File: config.mk
export PLATFORM = sky130hd
export DESIGN_NAME = formula_witness_search
export DESIGN_NICKNAME = d
export VERILOG_FILES = /design/src/rtl/formula_witness_search.sv
export SDC_FILE = /design/constraint.sdc
export NUM_CORES = 1
export LEC_CHECK = 0
export ABC_AREA = 1
export BUFFER_PORTS_ARGS = -buffer_cell sky130_fd_sc_hd__buf_4
export CAP_MARGIN = 20
export CORE_ASPECT_RATIO = 0.6
export CORE_UTILIZATION = 35
export CTS_BUF_LIST = sky130_fd_sc_hd__clkbuf_16
export CTS_CLUSTER_SIZE = 14
export DETAILED_ROUTE_END_ITERATION = 10
export PLACE_DENSITY = 0.7
export SETUP_SLACK_MARGIN = 0.5
export SLEW_MARGIN = 20
export SYNTH_ARGS = -nofsm -noshare
export SYNTH_HDL_FRONTEND = slang
export SYNTH_SLANG_ARGS = --single-unit
File: constraint.sdc
create_clock -name clk -period 1.1 [get_ports clk]
set_input_delay 0.11 -clock clk [delete_from_list [all_inputs] [get_ports clk]]
set_output_delay 0.11 -clock clk [all_outputs]
set_load 0.03 [all_outputs]
File: src/rtl/formula_witness_search.sv
// formula_witness_search
//   Sequential witness search for the 7-input c17 formula. A target output
//   value and the universal inputs are captured on start; the existential
//   inputs (bits set in Y_MASK) are then enumerated in ascending subset order,
//   one candidate per clock, until an assignment that drives the formula to
//   the target is found or the subset space is exhausted.
//   Optional feature macro: FWS_SOL_COUNT_EN -- disables the early stop and
//   counts every satisfying candidate on the sol_count port (saturating).
//   state_dbg exposes the FSM state (0=IDLE, 1=SEARCH, 2=DONE) for checkers.
//   Handshake: start is a request pulse sampled only in IDLE; done is a
//   one-cycle completion pulse, and found/witness stay valid from done until
//   the next accepted start.
module formula_witness_search #(
    parameter logic [6:0] Y_MASK = 7'b1100000
) (
    input  logic       clk,
    input  logic       rst_n,
    input  logic       start,
    input  logic       target_out,
    input  logic [6:0] x_in,
    output logic       busy,
    output logic       done,
    output logic       found,
    output logic [6:0] witness,
`ifdef FWS_SOL_COUNT_EN
    output logic [7:0] sol_count,
`endif
    output logic [1:0] state_dbg
);

    // Universal-input positions: the complement of the searched positions.
    localparam logic [6:0] U_MASK = ~Y_MASK;

    typedef enum logic [1:0] {
        S_IDLE   = 2'd0,
        S_SEARCH = 2'd1,
        S_DONE   = 2'd2
    } state_t;

    state_t     state_q, state_d;
    logic       busy_q, busy_d;
    logic       done_q, done_d;
    logic       found_q, found_d;
    logic [6:0] witness_q, witness_d;
    logic [6:0] cnt_q, cnt_d;
    logic [6:0] x_reg_q, x_reg_d;
    logic       tgt_reg_q, tgt_reg_d;
`ifdef FWS_SOL_COUNT_EN
    logic [7:0] sol_count_q, sol_count_d;
`endif

    logic [6:0] cand;
    logic [6:0] nxt;
    logic       match;

    // c17 formula: N10=~(a0&a2), N11=~(a2&a3), N16=~(a1&N11),
    // P=~(N10&N16), Q=~(N10&a5), f=~(P^Q).
    function automatic logic f_eval(input logic [6:0] a);
        logic n10;
        logic n11;
        logic n16;
        logic p;
        logic q;
        n10 = ~(a[0] & a[2]);
        n11 = ~(a[2] & a[3]);
        n16 = ~(a[1] & n11);
        p   = ~(n10 & n16);
        q   = ~(n10 & a[5]);
        return ~(p ^ q);
    endfunction

    // Candidate evaluation and next-subset step. Forcing the universal bits to
    // one before the increment makes the carry ripple straight through them,
    // so the masked result is the next subset of Y_MASK in ascending order;
    // it wraps to zero once the space is exhausted.
    always_comb begin
        cand  = x_reg_q | cnt_q;
        nxt   = ((cnt_q | U_MASK) + 7'd1) & Y_MASK;
        match = (f_eval(cand) == tgt_reg_q);
    end

    // Next-state and next-output logic for the IDLE -> SEARCH -> DONE sequence.
    always_comb begin
        state_d     = state_q;
        busy_d      = busy_q;
        done_d      = 1'b0;
        found_d     = found_q;
        witness_d   = witness_q;
        cnt_d       = cnt_q;
        x_reg_d     = x_reg_q;
        tgt_reg_d   = tgt_reg_q;
`ifdef FWS_SOL_COUNT_EN
        sol_count_d = sol_count_q;
`endif
        case (state_q)
            S_IDLE: begin
                if (start) begin
                    x_reg_d     = x_in & U_MASK;
                    tgt_reg_d   = target_out;
                    cnt_d       = 7'd0;
                    found_d     = 1'b0;
                    witness_d   = 7'd0;
`ifdef FWS_SOL_COUNT_EN
                    sol_count_d = 8'd0;
`endif
                    busy_d      = 1'b1;
                    state_d     = S_SEARCH;
                end
            end
            S_SEARCH: begin
`ifdef FWS_SOL_COUNT_EN
                // Full sweep: count every match, report only the first one.
                if (match) begin
                    if (sol_count_q != 8'd255) begin
                        sol_count_d = sol_count_q + 8'd1;
                    end
                    if (!found_q) begin
                        found_d   = 1'b1;
                        witness_d = cand;
                    end
                end
                if (nxt == 7'd0) begin
                    busy_d  = 1'b0;
                    done_d  = 1'b1;
                    state_d = S_DONE;
                end else begin
                    cnt_d = nxt;
                end
`else
                // Early stop on the first satisfying candidate.
                if (match) begin
                    found_d   = 1'b1;
                    witness_d = cand;
                    busy_d    = 1'b0;
                    done_d    = 1'b1;
                    state_d   = S_DONE;
                end else if (nxt == 7'd0) begin
                    found_d   = 1'b0;
                    witness_d = 7'd0;
                    busy_d    = 1'b0;
                    done_d    = 1'b1;
                    state_d   = S_DONE;
                end else begin
                    cnt_d = nxt;
                end
`endif
            end
            S_DONE: begin
                // done drops here; start is not sampled until IDLE.
                state_d = S_IDLE;
            end
            default: begin
                busy_d  = 1'b0;
                state_d = S_IDLE;
            end
        endcase
    end

    // State and registered outputs; asynchronous reset clears everything.
    always_ff @(posedge clk or negedge rst_n) begin
        if (!rst_n) begin
            state_q     <= S_IDLE;
            busy_q      <= 1'b0;
            done_q      <= 1'b0;
            found_q     <= 1'b0;
            witness_q   <= 7'd0;
            cnt_q       <= 7'd0;
            x_reg_q     <= 7'd0;
            tgt_reg_q   <= 1'b0;
`ifdef FWS_SOL_COUNT_EN
            sol_count_q <= 8'd0;
`endif
        end else begin
            state_q     <= state_d;
            busy_q      <= busy_d;
            done_q      <= done_d;
            found_q     <= found_d;
            witness_q   <= witness_d;
            cnt_q       <= cnt_d;
            x_reg_q     <= x_reg_d;
            tgt_reg_q   <= tgt_reg_d;
`ifdef FWS_SOL_COUNT_EN
            sol_count_q <= sol_count_d;
`endif
        end
    end

    assign busy      = busy_q;
    assign done      = done_q;
    assign found     = found_q;
    assign witness   = witness_q;
    assign state_dbg = state_q;
`ifdef FWS_SOL_COUNT_EN
    assign sol_count = sol_count_q;
`endif

endmodule

# == Word-level counts from Yosys, hierarchy flattened ==
# Index checks and enable logic that the tools add are counted.
# word_totals
regBits,25
inputBits,11
output_inout_bits,12
# classes
n_addsub,1
n_eq_ne,7
n_mux,21
bitwise_logic,14
reduce_logical,8
# op_table
cell,count
7-bit two-way mux,5
7-bit one-hot mux with 2 select lines,2
1-bit two-way mux,8
7-bit by 1-bit adder with 7-bit output (second input constant),1
7-bit logical NOT,1
1-bit inverter,7
5-bit by 7-bit bitwise OR with 7-bit output,1
2-bit two-way mux,3
2-bit != test (second input constant),3
3-bit AND reduction,2
1-bit AND,5
2-bit one-hot mux with 2 select lines,1
2-bit AND reduction,2
4-bit AND reduction,1
3-bit != test (second input constant),1
1-bit one-hot mux with 3 select lines,1
2-bit by 1-bit equality test with 1-bit output (second input constant),1
2-bit equality test (second input constant),1
2-bit logical NOT,1
1-bit one-hot mux with 2 select lines,1
2-bit nonzero test,1
1-bit equality test,1
1-bit bitwise XOR,1

# == Depth between registers and ports, before layout ==
# Gate-level depths: netlist (run 1).
# depth
depth_word,12
mapped_depth,10

# == Worst setup path after synthesis (run 1) ==
# No wires, ideal clock.
# synth_timing
path_kind,reg-to-reg
startpoint,reg state_q[0] (netlist: state_dbg[0])
endpoint,reg found_q (netlist: found)
setup_time_ns,0.119
arrival_time_ns,1.190
setup_slack_ns,-0.209
stages_incl_launch_ff,7
path_buffers,1
synth_period_minus_slack_ns,1.309
cell_sequence,dfrtp_1 > inv_1 > nor3_1 > inv_1 > buf_4 > nand4_1 > nand2_1
# synth_between
elab_chain_cells,3
# synth_rtl
item,line,rtl
start: declaration,40,"state_t state_q, state_d;"
start signal: assignment,174,state_q <= state_d;
2-bit by 1-bit equality test with 1-bit output or 2-bit logical NOT (tied branches),95,case (state_q)
3-bit != test (no line) (tied with other cells),n/a,
3-bit AND reduction (no line),n/a,
end signal: assignment,177,found_q <= found_d;
end: declaration,43,"logic found_q, found_d;"
# Several ways; a longest one is shown, not always the timed one.
# A chain may end at the register's enable or synchronous reset.

# == Worst setup path in the final report (run 1) ==
# layout_timing
startpoint,reg x_reg_q[2]
endpoint,reg witness_q[1] (netlist: witness[1])
# layout_between
elab_chain_cells,12
# layout_rtl
item,line,rtl
start: declaration,46,"logic [6:0] x_reg_q, x_reg_d;"
start signal: assignment,180,x_reg_q <= x_reg_d;
5-bit by 7-bit bitwise OR with 7-bit output (*),77,cand = x_reg_q | cnt_q;
1-bit AND,65,n11 = ~(a[2] & a[3]);
1-bit inverter,65,
1-bit AND,66,n16 = ~(a[1] & n11);
1-bit inverter,66,
1-bit AND,67,p = ~(n10 & n16);
1-bit inverter,67,
1-bit bitwise XOR (*),69,return ~(p ^ q);
1-bit inverter (*),69,
1-bit equality test (*),79,match = (f_eval(cand) == tgt_reg_q);
3-bit != test (no line) or 7-bit two-way mux (tied branches),n/a,
3-bit AND reduction (no line) or 7-bit one-hot mux with 2 select lines (tied branches),n/a,
end signal: assignment,178,witness_q <= witness_d;
end: declaration,44,"logic [6:0] witness_q, witness_d;"
# Mark *: on every way between the ends. The rest lies on a longest branch, timed or not.

==> flow_results.org, run 1 <==
** Run status
- The run finished, with violations left.
- Violations in the final reports :: setup timing

** Timing
- For the pin with the worst max-slew slack, the measured transition is ~260 ps.
- The number of hold violations in the final report is 0.
- The final count of pins violating max slew is 0.
- In the final timing run, aggregate negative setup slack is -2990 ps.
- Setup violations remaining at the end of the flow were counted as 14.
- Static timing analysis puts the maximum clock frequency at between 700 and 800 MHz.
- Final Skew :: approximately 3.2 ps
- Final cycle utilization of the critical path :: 124%
- Setup repair after global routing could not meet its margin everywhere.
- Subtracting the final worst setup slack from the clock period gives ~1400 ps.
- Max-slew headroom :: about 82%
- Once routing completed, OpenROAD measured the worst setup slack at -259 ps.

** CTS
- Clock buffer count from CTS :: 3
- Clock tree from TritonCTS :: built
- Counting along the longest clock path gives a buffer depth of 2.
- After clock tree synthesis, the clock-pin slew on the worst setup and hold paths is approximately 60 ps.
- Clock insertion delay at the later pin of the skew report :: approximately 250 ps
- Clk root buf :: sky130_fd_sc_hd__clkbuf_16
- H-Tree Level Count :: 1
- Clock net sink count :: 20

** Floorplanning
- For this design the top-level I/O count stands at 23.
- Vertical die dimension :: 41.1 um
- Horizontal die dimension :: roughly 67 um
- The floorplan step defined a die boundary enclosing approximately 2800 um2.
- Starting density of the core :: around two fifths
- Placeable Area :: approximately 2300 um2
- Standard-cell row count :: 13

** Routing
- Dividing the detail-routed wire length by the instance count gives ~14 um.
- Number of iterations in the first detailed-routing pass :: 4
- Total wire length after detailed routing :: ~2.4 mm
- Avg Vias per Cell :: 5.03
- Across all layers, the routed design uses between 800 and 900 vias.
- In this run, the number of DRC markers left after iteration 0 of detailed routing was 18.
- For this run, design rule violations remaining after detail routing come to 0.
- Number of antenna-violating nets in the routed design :: 0

** Synthesis
- The cell area that synthesis handed to floorplanning was ~900 um2.
- The netlist uses 17 different library cells.
- Synthesized-area fraction occupied by xor and xnor cells :: 0%
- The synthesized design devotes to its leading area cell type 56.3% of total area.
- After synthesis, the mean cell area works out to slightly below 9 um2.
- Post-synthesis mux area share :: 0%
- Dominant combinational cell family by area after synthesis :: simple AND/OR/NAND/NOR gates
- In the post-synthesis netlist, the biggest area contributors are sky130_fd_sc_hd__dfrtp_1, sky130_fd_sc_hd__nand2_1, sky130_fd_sc_hd__nand4_1, sky130_fd_sc_hd__inv_1, sky130_fd_sc_hd__nand3_1.
- Adder-cell share of the synthesized area :: 1.41%
- Number of warning messages in the yosys log :: 0
- After technology mapping, the gate count stands at 100.
- Dominant cell type by area after synthesis :: sky130_fd_sc_hd__dfrtp_1
- The synthesized design contains 20 register bits.
- Sequential fraction of the synthesis area :: 56.3%
- Area fraction in compound gates after synthesis :: less than 1%
- The number of nets in the synthesized netlist is about 110.
- The synthesized netlist devotes approximately 36% of its cell area to simple gates.

** Global route
- The number of global-route vias before repair came to about 800.
- Largest net degree at the start of global routing :: 21
- Across every metal layer, demand over resource in global routing totals 18.3%.
- Antenna violations before repair :: 0
- The first global-routing pass estimated about 3.5 mm of wire.
- The total overflow left after global routing is 0.

** Final layout
- The area growth from synthesis to layout is 70.6%.
- Of the cells placed in the final design, the portion with a size suffix greater than 1 is between 50 and 60%.
- Most common cell after layout, fill and taps aside :: sky130_fd_sc_hd__nand2_1
- Fill count :: roughly 180
- At the end of the flow the core is filled with cells to between 60% and 70%.
- Commonest non-fill, non-tap cells in the layout :: sky130_fd_sc_hd__nand2_1, sky130_fd_sc_hd__buf_4, sky130_fd_sc_hd__dfrtp_1, sky130_fd_sc_hd__buf_6, sky130_fd_sc_hd__nand2_2
- 0 antenna diodes ended up in the layout.
- Final cell count without fillers :: around 180
- Once layout is done, the placed cells without fillers occupy ~1500 um2.
- Fin nets :: about 160

** Critical path
- Arrival time at the worst endpoint :: about 1500 ps
- Data required time of the critical path :: around 1200 ps
- The worst setup path is launched from a flop.
- Path type of the worst setup path :: reg -> reg
- Nature of the critical path endpoint :: flop
- Along the worst path, the maximum fanout reaches 7.

** Power
- Across the VDD grid, the largest voltage drop is roughly 1200 uV.
- In this run the static leakage power is 0.000787 uW.
- Power spread over the standard cell area amounts to 3130 nW/um2.

** Flow run
- Max-cap violations in this run came to 0.

** Place
- The congestion estimate from routability-driven global placement came to approximately 0.8.
- Number of I/O port buffers :: 20
- Estimated wirelength of the detail-placed design :: approximately 1.4 mm
- Area after detailed placement :: roughly 1200 um2
- Placed cells :: around 160
- At the placement stage, the worst setup path has a slack of -310 ps.

** Hold path
- Tightest Hold Check Type :: in -> reg
==> report_power, final <==
part | internal (uW) | total (uW) | switching, uW | leakage [uW]
logic | 1200 | 2710 | 1500 | 0.000495
registers | 1050 | 1290 | 246 | 0.000253
clock network | 484 | 753 | 268 | 0.0000385
total | 2730 | 4750 | 2020 | 0.000787
==> cells by family after synthesis <==
| family | Yosys count |
|---|---|
| buf+inv | 11 |
| flops | 20 |
| fa+ha+maj | 1 |
| simple gates | 67 |
| compound gates | 1 |
==> worst max-delay path, cell delays in order, from the launching register on <==
cell and delay (ps):
sky130_fd_sc_hd__dfrtp_1 410, sky130_fd_sc_hd__nand2_2 100, sky130_fd_sc_hd__nand2_2 50, sky130_fd_sc_hd__nand2_2 80
sky130_fd_sc_hd__nand4_1 140, sky130_fd_sc_hd__buf_6 170, sky130_fd_sc_hd__nand3_4 100, sky130_fd_sc_hd__inv_4 70
sky130_fd_sc_hd__nand2_1 60, sky130_fd_sc_hd__nand2_1 60
==> cells in the mapped netlist <==
library cell	n
sky130_fd_sc_hd__nor3_1	1
sky130_fd_sc_hd__nand3_1	5
sky130_fd_sc_hd__nor2_1	1
sky130_fd_sc_hd__buf_2	1
sky130_fd_sc_hd__nand4_2	1
sky130_fd_sc_hd__buf_6	1
sky130_fd_sc_hd__nand2_1	44
sky130_fd_sc_hd__ha_1	1
sky130_fd_sc_hd__inv_2	1
sky130_fd_sc_hd__o21ai_0	1
sky130_fd_sc_hd__dfrtp_1	20
sky130_fd_sc_hd__inv_1	7
sky130_fd_sc_hd__buf_4	1
sky130_fd_sc_hd__nand3_2	2
sky130_fd_sc_hd__nand2_2	2
sky130_fd_sc_hd__nor2_4	1
sky130_fd_sc_hd__nand4_1	10
==> registers in the layout, indices dropped and copies added (netlist names) <==
signal and flops:
witness 7, x_reg_q 5, cnt_q 2, state_dbg 2, busy 1, done 1, found 1, tgt_reg_q 1
==> final cells by class <==
cell class / count / area [um2] / share of cell area, %
sequential: 20 / 504 / 33.2
clock inverter: 1 / 3.75 / 0.247
multi-input combinational: 72 / 463 / 30.5
clock buffer: 3 / 75.1 / 4.95
tap: 30 / 37.5 / 2.47
timing repair buffer: 42 / 394 / 26.0
inverter: 8 / 40.0 / 2.64
==> path summary, 6_finish.rpt <==
kind,depth (start not counted),startpoint,slack [ps],endpoint
min in group asynchronous,2,rst_n,270,x_reg_q[0]
worst min-delay path,3,x_in[4],40,x_reg_q[4]
max in group asynchronous,2,rst_n,590,state_dbg[1]
worst min register to register,2,x_reg_q[4],490,witness[4]
worst max register to register,9,x_reg_q[2],-260,witness[1]
worst max-delay path,9,x_reg_q[2],-260,witness[1]
==> stage by stage <==
step	total power [uW]	hold slack (ps)
after floorplan	2410	-186
after global placement	3000	-1.71
after detailed placement	3060	6.12
after CTS	4280	51.8
after global routing	5030	58.7
final	4750	38.9
==> metal layers <==
| metal | routed length [um] | up-vias | GRT usage, % |
|---|---|---|---|
| met5 | 0 | - | 0 |
| met2 | 1180 | 23 | 33.3 |
| met1 | 1080 | 432 | 21.4 |
| met3 | 118 | 9 | 6.11 |
| met4 | 57 | 0 | 4.79 |
| li1 | - | 421 | - |
==> repair_timing <==
action,4_1_cts,5_1_grt
pin swaps,7,13
cloned,2,1
setup buffers,5,5
hold buffers,1,0
hold endpoints to repair,20,0
resized for setup,23,23
endpoints found under the setup margin,32,32
No activity file was read; power rests on OpenSTA's default activity.
==> run 2, diff against run 1 <==
--- a/config.mk
+++ b/config.mk
@@ -5,7 +5,6 @@
 export SDC_FILE = /design/constraint.sdc
 export NUM_CORES = 1
 export LEC_CHECK = 0
-export ABC_AREA = 1
 export BUFFER_PORTS_ARGS = -buffer_cell sky130_fd_sc_hd__buf_4
 export CAP_MARGIN = 20
 export CORE_ASPECT_RATIO = 0.6
@@ -13,7 +12,7 @@
 export CTS_BUF_LIST = sky130_fd_sc_hd__clkbuf_16
 export CTS_CLUSTER_SIZE = 14
 export DETAILED_ROUTE_END_ITERATION = 10
-export PLACE_DENSITY = 0.7
+export PLACE_DENSITY = 0.68
 export SETUP_SLACK_MARGIN = 0.5
 export SLEW_MARGIN = 20
 export SYNTH_ARGS = -nofsm -noshare
==> constraint.sdc (replaced) <==
create_clock -name clk -period 1.7 [get_ports clk]
set_input_delay 0.17 -clock clk [delete_from_list [all_inputs] [get_ports clk]]
set_output_delay 0.17 -clock clk [all_outputs]
set_load 0.03 [all_outputs]
==> flow_results.org, run 2 <==
** Run status
- Run status :: finished, final reports clean

** CTS
- Clk root buf :: sky130_fd_sc_hd__clkbuf_16
- H-Tree Level Count :: 1
- The clock passes through at most 2 buffers.
- Clock-pin slew was measured on the worst setup and hold paths at around 60 ps.
- At the later pin of the worst-skew pair, clock insertion delay measures about 250 ps.
- TritonCTS built the clock tree.
- In this run, CTS created clock tree buffers numbering 3.
- Clock tree synthesis found a total of 20 sinks.

** Synthesis
- The average instance in the mapped netlist occupies 13.4 um2.
- By area the synthesized netlist is led by sky130_fd_sc_hd__dfrtp_1, sky130_fd_sc_hd__a32o_1, sky130_fd_sc_hd__mux2_2, sky130_fd_sc_hd__mux2i_1, sky130_fd_sc_hd__nand2_1.
- Most instantiated library cell after synthesis :: sky130_fd_sc_hd__dfrtp_1
- Synthesis produced between 60 and 70 cells.
- Number of warning messages in the yosys log :: 0
- Leading cell types by count after synthesis :: sky130_fd_sc_hd__dfrtp_1, sky130_fd_sc_hd__a32o_1, sky130_fd_sc_hd__mux2_2, sky130_fd_sc_hd__nand2_1, sky130_fd_sc_hd__mux2i_1
- Sequential fraction of the synthesis area :: between 50% and 60%
- Area share of the largest cell type after synthesis :: a little under three fifths
- Most frequently used flop master after synthesis :: sky130_fd_sc_hd__dfrtp_1
- Counting flops with an async set or reset pin after synthesis yields a share of between 90% and 100%.
- Summed over all instances, the cell type with the most area after synthesis is sky130_fd_sc_hd__dfrtp_1.
- Synthesized area :: approximately 880 um2
- The number of different library cells used by synthesis comes to 24.
- Synthesis produced a netlist with a net count of 78.
- EDFF count, synth :: 0
- Number of synthesized register bits :: 20

** Global route
- Vias in the first global route :: ~670
- Global-route wire length before repair :: about 3.2 mm
- Entering global routing, the biggest net connects 21 pins.
- Global router's overall resource usage :: approximately 18%
- Summed over all layers, the global routing overflow is 0.
- The number of antenna violations at the first check in global routing came to 0.

** Place
- Number of I/O port buffers :: 20
- After legalization and detailed placement, the total HPWL measured 1.44 mm.
- At the placement stage, the worst setup path has a slack of about 23 ps.
- Area after detailed placement :: between 1000 and 1500 um2
- The congestion estimate from routability-driven global placement came to between 0.7 and 0.8.

** Critical path
- Reg2reg path depth :: 6
- Nature of the critical path endpoint :: flop
- The startpoint identified for the worst register-to-register timing path is x_reg_q[3].
- The slowest stage of the critical path is the sky130_fd_sc_hd__dfrtp_1 cell.
- In this run the critical register-to-register path is captured at witness[1].
- Largest fanout on the critical path :: 4
- Data required time of the critical path :: between 1500 and 2000 ps
- Worst reg-to-reg setup slack :: roughly 4.5 ps
- Path type of the worst setup path :: reg -> reg
- For this run, the slowest stage of the critical path takes between 300 and 400 ps.
- The critical path goes through a21bo_2 > a22oi_2 > mux2i_2 > a21oi_2 > buf_4 > a32o_2.
- Arrival time at the worst endpoint :: ~1800 ps
- STA classifies the critical path startpoint as a flop.

** Timing
- The number of hold violations in the final report is 0.
- Setup slack on the critical path of the routed design comes to 4.52 ps.
- Final setup fails :: 0
- Final cycle utilization of the critical path :: between 90% and 100%
- Worst slew pin tran :: 413 ps
- Max-slew violation count :: 0
- In this run the tightest slew margin relative to its limit is 72.4%.
- The clock period could shrink to between 1500 and 2000 ps.
- Setup repair after global routing could not meet its margin everywhere.
- Highest attainable clock frequency :: 590 MHz
- Final Skew :: about 2.6 ps

** Final layout
- Share of the core filled with cells in the final layout :: around 62%
- The register with the most flip-flops in the layout has 7 of them.
- The sequential cells in the finished layout cover a total of 504 um2.
- The finished cells cover around 1400 um2.
- Share of final-layout standard cells stronger than drive strength 1 :: about three fifths
- Fin nets :: between 100 and 150
- Fill count :: 193
- Area occupied by multi-input gates :: ~440 um2
- Leaving out fill and tap cells, the most frequent cell in the layout is sky130_fd_sc_hd__buf_4.
- Commonest non-fill, non-tap cells in the layout :: sky130_fd_sc_hd__buf_4, sky130_fd_sc_hd__dfrtp_1, sky130_fd_sc_hd__buf_6
- Synthesis-to-layout area growth :: 60.3%
- The repair_antennas step left the layout with diodes totalling 0.

** Hold path
- The worst hold path was traced through 2 stages.
- In this run the worst hold path is classified as in -> reg.
- Worst hold path startpoint :: x_in[2]
- Hold Path Sink :: x_reg_q[2]

** Routing
- In the final routed layout, each cell accounts on average for between 15 and 20 um.
- Total wire length after detailed routing :: 2.29 mm
- The detailed router placed about 740 vias in this run.
- The count of nets left with antenna violations once routing finished came out at 0.
- After detailed routing, the number of remaining DRC violations is 0.
- The first TritonRoute pass finished after 4 iterations.
- For this block, the initial DRC count from the detailed router was between 40 and 50.
- Avg Vias per Cell :: 5.27

** Floorplanning
- For this configuration, the core starts out at a cell density of around two fifths.
- The die is about 41 um tall.
- Placeable Area :: ~2300 um2
- Die Outline Area :: roughly 2700 um2
- I/O pins :: 23
- In this run the core area contains 13 standard-cell rows.
- The floorplan step set the die width to around 67 um.

** Power
- In this run the power density over the cells is ~2400 nW/um2.
- P_leak :: 0.000676 uW
- IR analysis of the VDD net gives a maximum drop of approximately 1200 uV.
- Design Power :: between 3000 and 4000 uW

** Flow run
- Max_cap viols :: 0
[run 2: per-stage QoR]
| step | hold WS, ps | cells | TNS (ps) |
|---|---|---|---|
| 6_report | 147 | 141 | 0 |
| 3_3_place_gp | 60.8 | 121 | 0 |
| 5_1_grt | 145 | 141 | -369 |
| 3_5_place_dp | 64.5 | 121 | 0 |
| 2_1_floorplan | -126 | 66 | 0 |
| 4_1_cts | 148 | 134 | 0 |
[run 2: timing repair]
item | 4_1_cts | 5_1_grt
gates resized for setup | 4 | 17
pin swaps | 3 | 1
hold buffers | 1 | 0
setup endpoints to repair | 20 | 20
endpoints found under the hold margin | 20 | 0
gates cloned | 0 | 0
buffers inserted | 8 | 7
[run 2: routing by layer]
metal	wire [um]	global-route usage [%]	up-vias
met3	125	6.11	6
met4	48	8.51	0
met2	1060	29.5	30
met5	0	0	-
li1	-	-	338
met1	1050	21.3	369
[run 2: worst max path at each step]
stage                     cells past startpoint  slack (ps)        from         end
final                                         6           5  x_reg_q[3]  witness[1]
after global routing                          6         -70  x_reg_q[2]  witness[1]
after CTS                                     6          40  x_reg_q[2]  witness[1]
after detailed placement                      6          20    cnt_q[5]  witness[1]
after global placement                        6          60    cnt_q[5]  witness[0]
after floorplan                               5         160  x_reg_q[2]  witness[0]
[run 2: layout make-up]
cell class / instances / share of cell area [%]
clock buffers: 3 / 5.31
clock inverters: 1 / 0.265
inverters: 2 / 0.531
multi-input cells: 43 / 31.0
flip-flops and latches: 20 / 35.7
well taps: 30 / 2.65
repair buffers: 42 / 24.6
[run 2: worst max-delay path, delay by kind of cell (launching register included)]
family / cells / cell delay, ps
muxes: 1 / 300
buffers and inverters: 1 / 150
AOI/OAI and AO/OA: 4 / 750
DFF: 1 / 390
[run 2: cells by family after synthesis]
group / count (synthesis) / share of synthesized area [%]
AOI/OAI and AO/OA: 17 / 17.6
buffers and inverters: 3 / 1.42
adders and majority gates: 1 / 1.42
DFF: 20 / 56.7
xor gates and xnor gates: 1 / 1.84
and+or+nand+nor: 14 / 8.79
muxes: 10 / 12.2
[run 2: power by group]
part	internal (uW)	switching, uW
combinational	1090	910
clock	313	172
sequential	681	174
==> run 3, diff against run 2 <==
--- a/config.mk
+++ b/config.mk
@@ -12,7 +12,6 @@
 export CTS_BUF_LIST = sky130_fd_sc_hd__clkbuf_16
 export CTS_CLUSTER_SIZE = 14
 export DETAILED_ROUTE_END_ITERATION = 10
-export PLACE_DENSITY = 0.68
 export SETUP_SLACK_MARGIN = 0.5
 export SLEW_MARGIN = 20
 export SYNTH_ARGS = -nofsm -noshare
==> flow_results.org, run 3 (same netlist as run 2, synthesis figures left out) <==
** Run status
- The flow ran to the end, and the final reports show no timing, DRC or antenna violations.

** Critical path
- Launching element type of the critical path :: flop
- Worst Path Buf+Inv :: 0
- The critical path is of the reg -> reg type.
- Nature of the critical path endpoint :: flop
- Largest stage delay on the critical path :: roughly 370 ps
- Cell at the slowest stage of the critical path :: sky130_fd_sc_hd__dfrtp_1
- Data required time of the critical path :: between 1500 and 2000 ps
- Walking the worst path, the cells encountered are a21bo_2 > a22oi_2 > mux2i_2 > a21oi_4 > a32o_1.
- Worst reg-to-reg setup slack :: 80 ps
- CP delay by family, top :: compound AO/OA/AOI/OAI gates
- In this run the worst path has a maximum fanout of 7.
- At the worst endpoint, the arrival time is 1760 ps.

** Place
- OpenSTA, run right after detailed placement, puts the worst setup slack at between 50 and 60 ps.
- Placer congestion estimate :: around 0.73
- In this run the cell area measured after placement is ~1100 um2.
- During placement, the flow inserted port buffers numbering 20.
- Estimated wirelength of the detail-placed design :: approximately 1.3 mm

** Timing
- Max-slew headroom :: about four fifths
- Highest attainable clock frequency :: 616 MHz
- Worst setup margin :: 76.7 ps
- On the final layout, the worst clock skew is between 4 and 5 ps.
- Max-slew violation count :: 0
- Dividing the final minimum period by the clock period gives between 90% and 100%.
- Unrepaired setup endpoints after global routing :: true
- For the pin with the worst max-slew slack, the measured transition is ~270 ps.
- The number of hold violations in the final report is 0.
- The routed design could run at a clock period as short as approximately 1600 ps.
- Setup violations remaining at the end of the flow were counted as 0.
- Adding up every negative setup slack in the final design gives 0 ps.

** Floorplanning
- The die covers about 2700 um2.
- I/O pins :: 23
- Standard-cell row count :: 13
- Horizontal die dimension :: between 60 and 70 um
- In this run the vertical extent of the chip is roughly 41 um.
- Placeable Area :: about 2300 um2
- The initial utilization of the core area, before any placement, comes to 38.7%.

** Routing
- Avg Vias per Cell :: 5.18
- Total wire length after detailed routing :: 1.92 mm
- In this run the remaining antenna-violating nets after routing total 0.
- In the final routed layout, each cell accounts on average for about 14 um.
- The first routing iteration left 13 violations.
- Number of remaining DRC errors :: 0
- Number of iterations in the first detailed-routing pass :: 4
- Via Count :: between 600 and 700

** CTS
- Clock net sink count :: 20
- TritonCTS built the clock tree.
- Buffers inserted during clock tree synthesis total 3.
- Clock Pin Slew Worst Setup and Hold Paths :: 60 ps
- Clk root buf :: sky130_fd_sc_hd__clkbuf_16
- Clock insertion delay at the later pin of the skew report :: around 250 ps
- H-Tree Level Count :: 1
- The longest clock path from root to sink contains 2 buffers.

** Final layout
- The library cells used most frequently in the layout, excluding fill and tap cells, are sky130_fd_sc_hd__buf_4, sky130_fd_sc_hd__dfrtp_1, sky130_fd_sc_hd__a32o_1.
- Compared with the post-synthesis result, the final layout area differs by 53.9%.
- After routing the design area is around 1400 um2.
- The register with the most flip-flops in the layout has 7 of them.
- The number of antenna diodes in the final layout is 0.
- Most common cell after layout, fill and taps aside :: sky130_fd_sc_hd__buf_4
- Cells with a size suffix above 1 make up between 50 and 60% of the layout.
- Cells fill 59.6% of the core in the end.
- At the end of the flow, the number of nets in the layout was between 100 and 150.
- Fill cells in the final layout number 197.

** Hold path
- The path class of the tightest hold or removal check is in -> reg.

** Global route
- Global-route wire length before repair :: 2.82 mm
- Vias in the first global route :: between 500 and 600
- GRT Residual Overflow :: 0
- Global router's overall resource usage :: 15.6%
- The number of antenna violations at the first check in global routing came to 0.
- Largest net degree at the start of global routing :: 21

** Power
- Areal power density over the cells :: 2370 nW/um2
- Across the VDD grid, the largest voltage drop is approximately 960 uV.
- The analysis attributes to cell leakage a power of between 0.0006 and 0.0007 uW.

** Flow run
- Max_cap viols :: 0
[run 3: cell count changes in the layout (fill, tap and decap cells not counted), sizes merged]
cell	delta
buf	-7
clkinv	-1
bufinv	+1
[run 3: layer usage]
layer	GRT usage, %	up-vias	wire length (um)
met5	0	-	0
met4	4.79	0	0
met3	4.44	0	126
met2	23.2	26	863
met1	22.3	342	930
li1	-	326	-
[run 3: final timing paths]
kind | from | end | cells after the start
hold / removal | x_in[3] | x_reg_q[3] | 2
setup reg to reg | x_reg_q[2] | witness[5] | 5
setup / recovery | x_reg_q[2] | witness[5] | 5
min in group asynchronous | rst_n | tgt_reg_q | 2
hold reg to reg | witness[5] | witness[5] | 1
max in group asynchronous | rst_n | state_dbg[0] | 2
[run 3: report_power, final]
| part | internal [uW] | switching (uW) |
|---|---|---|
| clock | 466 | 164 |
| combinational | 902 | 842 |
| sequential | 681 | 163 |
[run 3: final cells by class]
type / instances / area, um2 / share of cell area [%]
flip-flops and latches: 20 / 504 / 37.1
inverters: 2 / 7.51 / 0.553
clock buffers: 3 / 75.1 / 5.53
well taps: 30 / 37.5 / 2.76
clock inverters: 1 / 30.0 / 2.21
repair buffers: 35 / 270 / 19.9
multi-input cells: 43 / 433 / 31.9
[run 3: what timing repair did]
item	CTS	global route
resized for setup	5	7
gates cloned	0	1
endpoints found under the setup margin	20	20
hold buffers	1	0
pin swaps	5	3
hold endpoints to repair	20	0
setup buffers	5	2
[run 3: metrics by stage]
stage,instances,hold WS [ps],total power [uW]
floorplan,66,-126,1790
global placement,121,62.5,2250
detailed placement,121,61.3,2280
CTS,131,151,3060
global route,134,147,3400
finish,134,152,3220
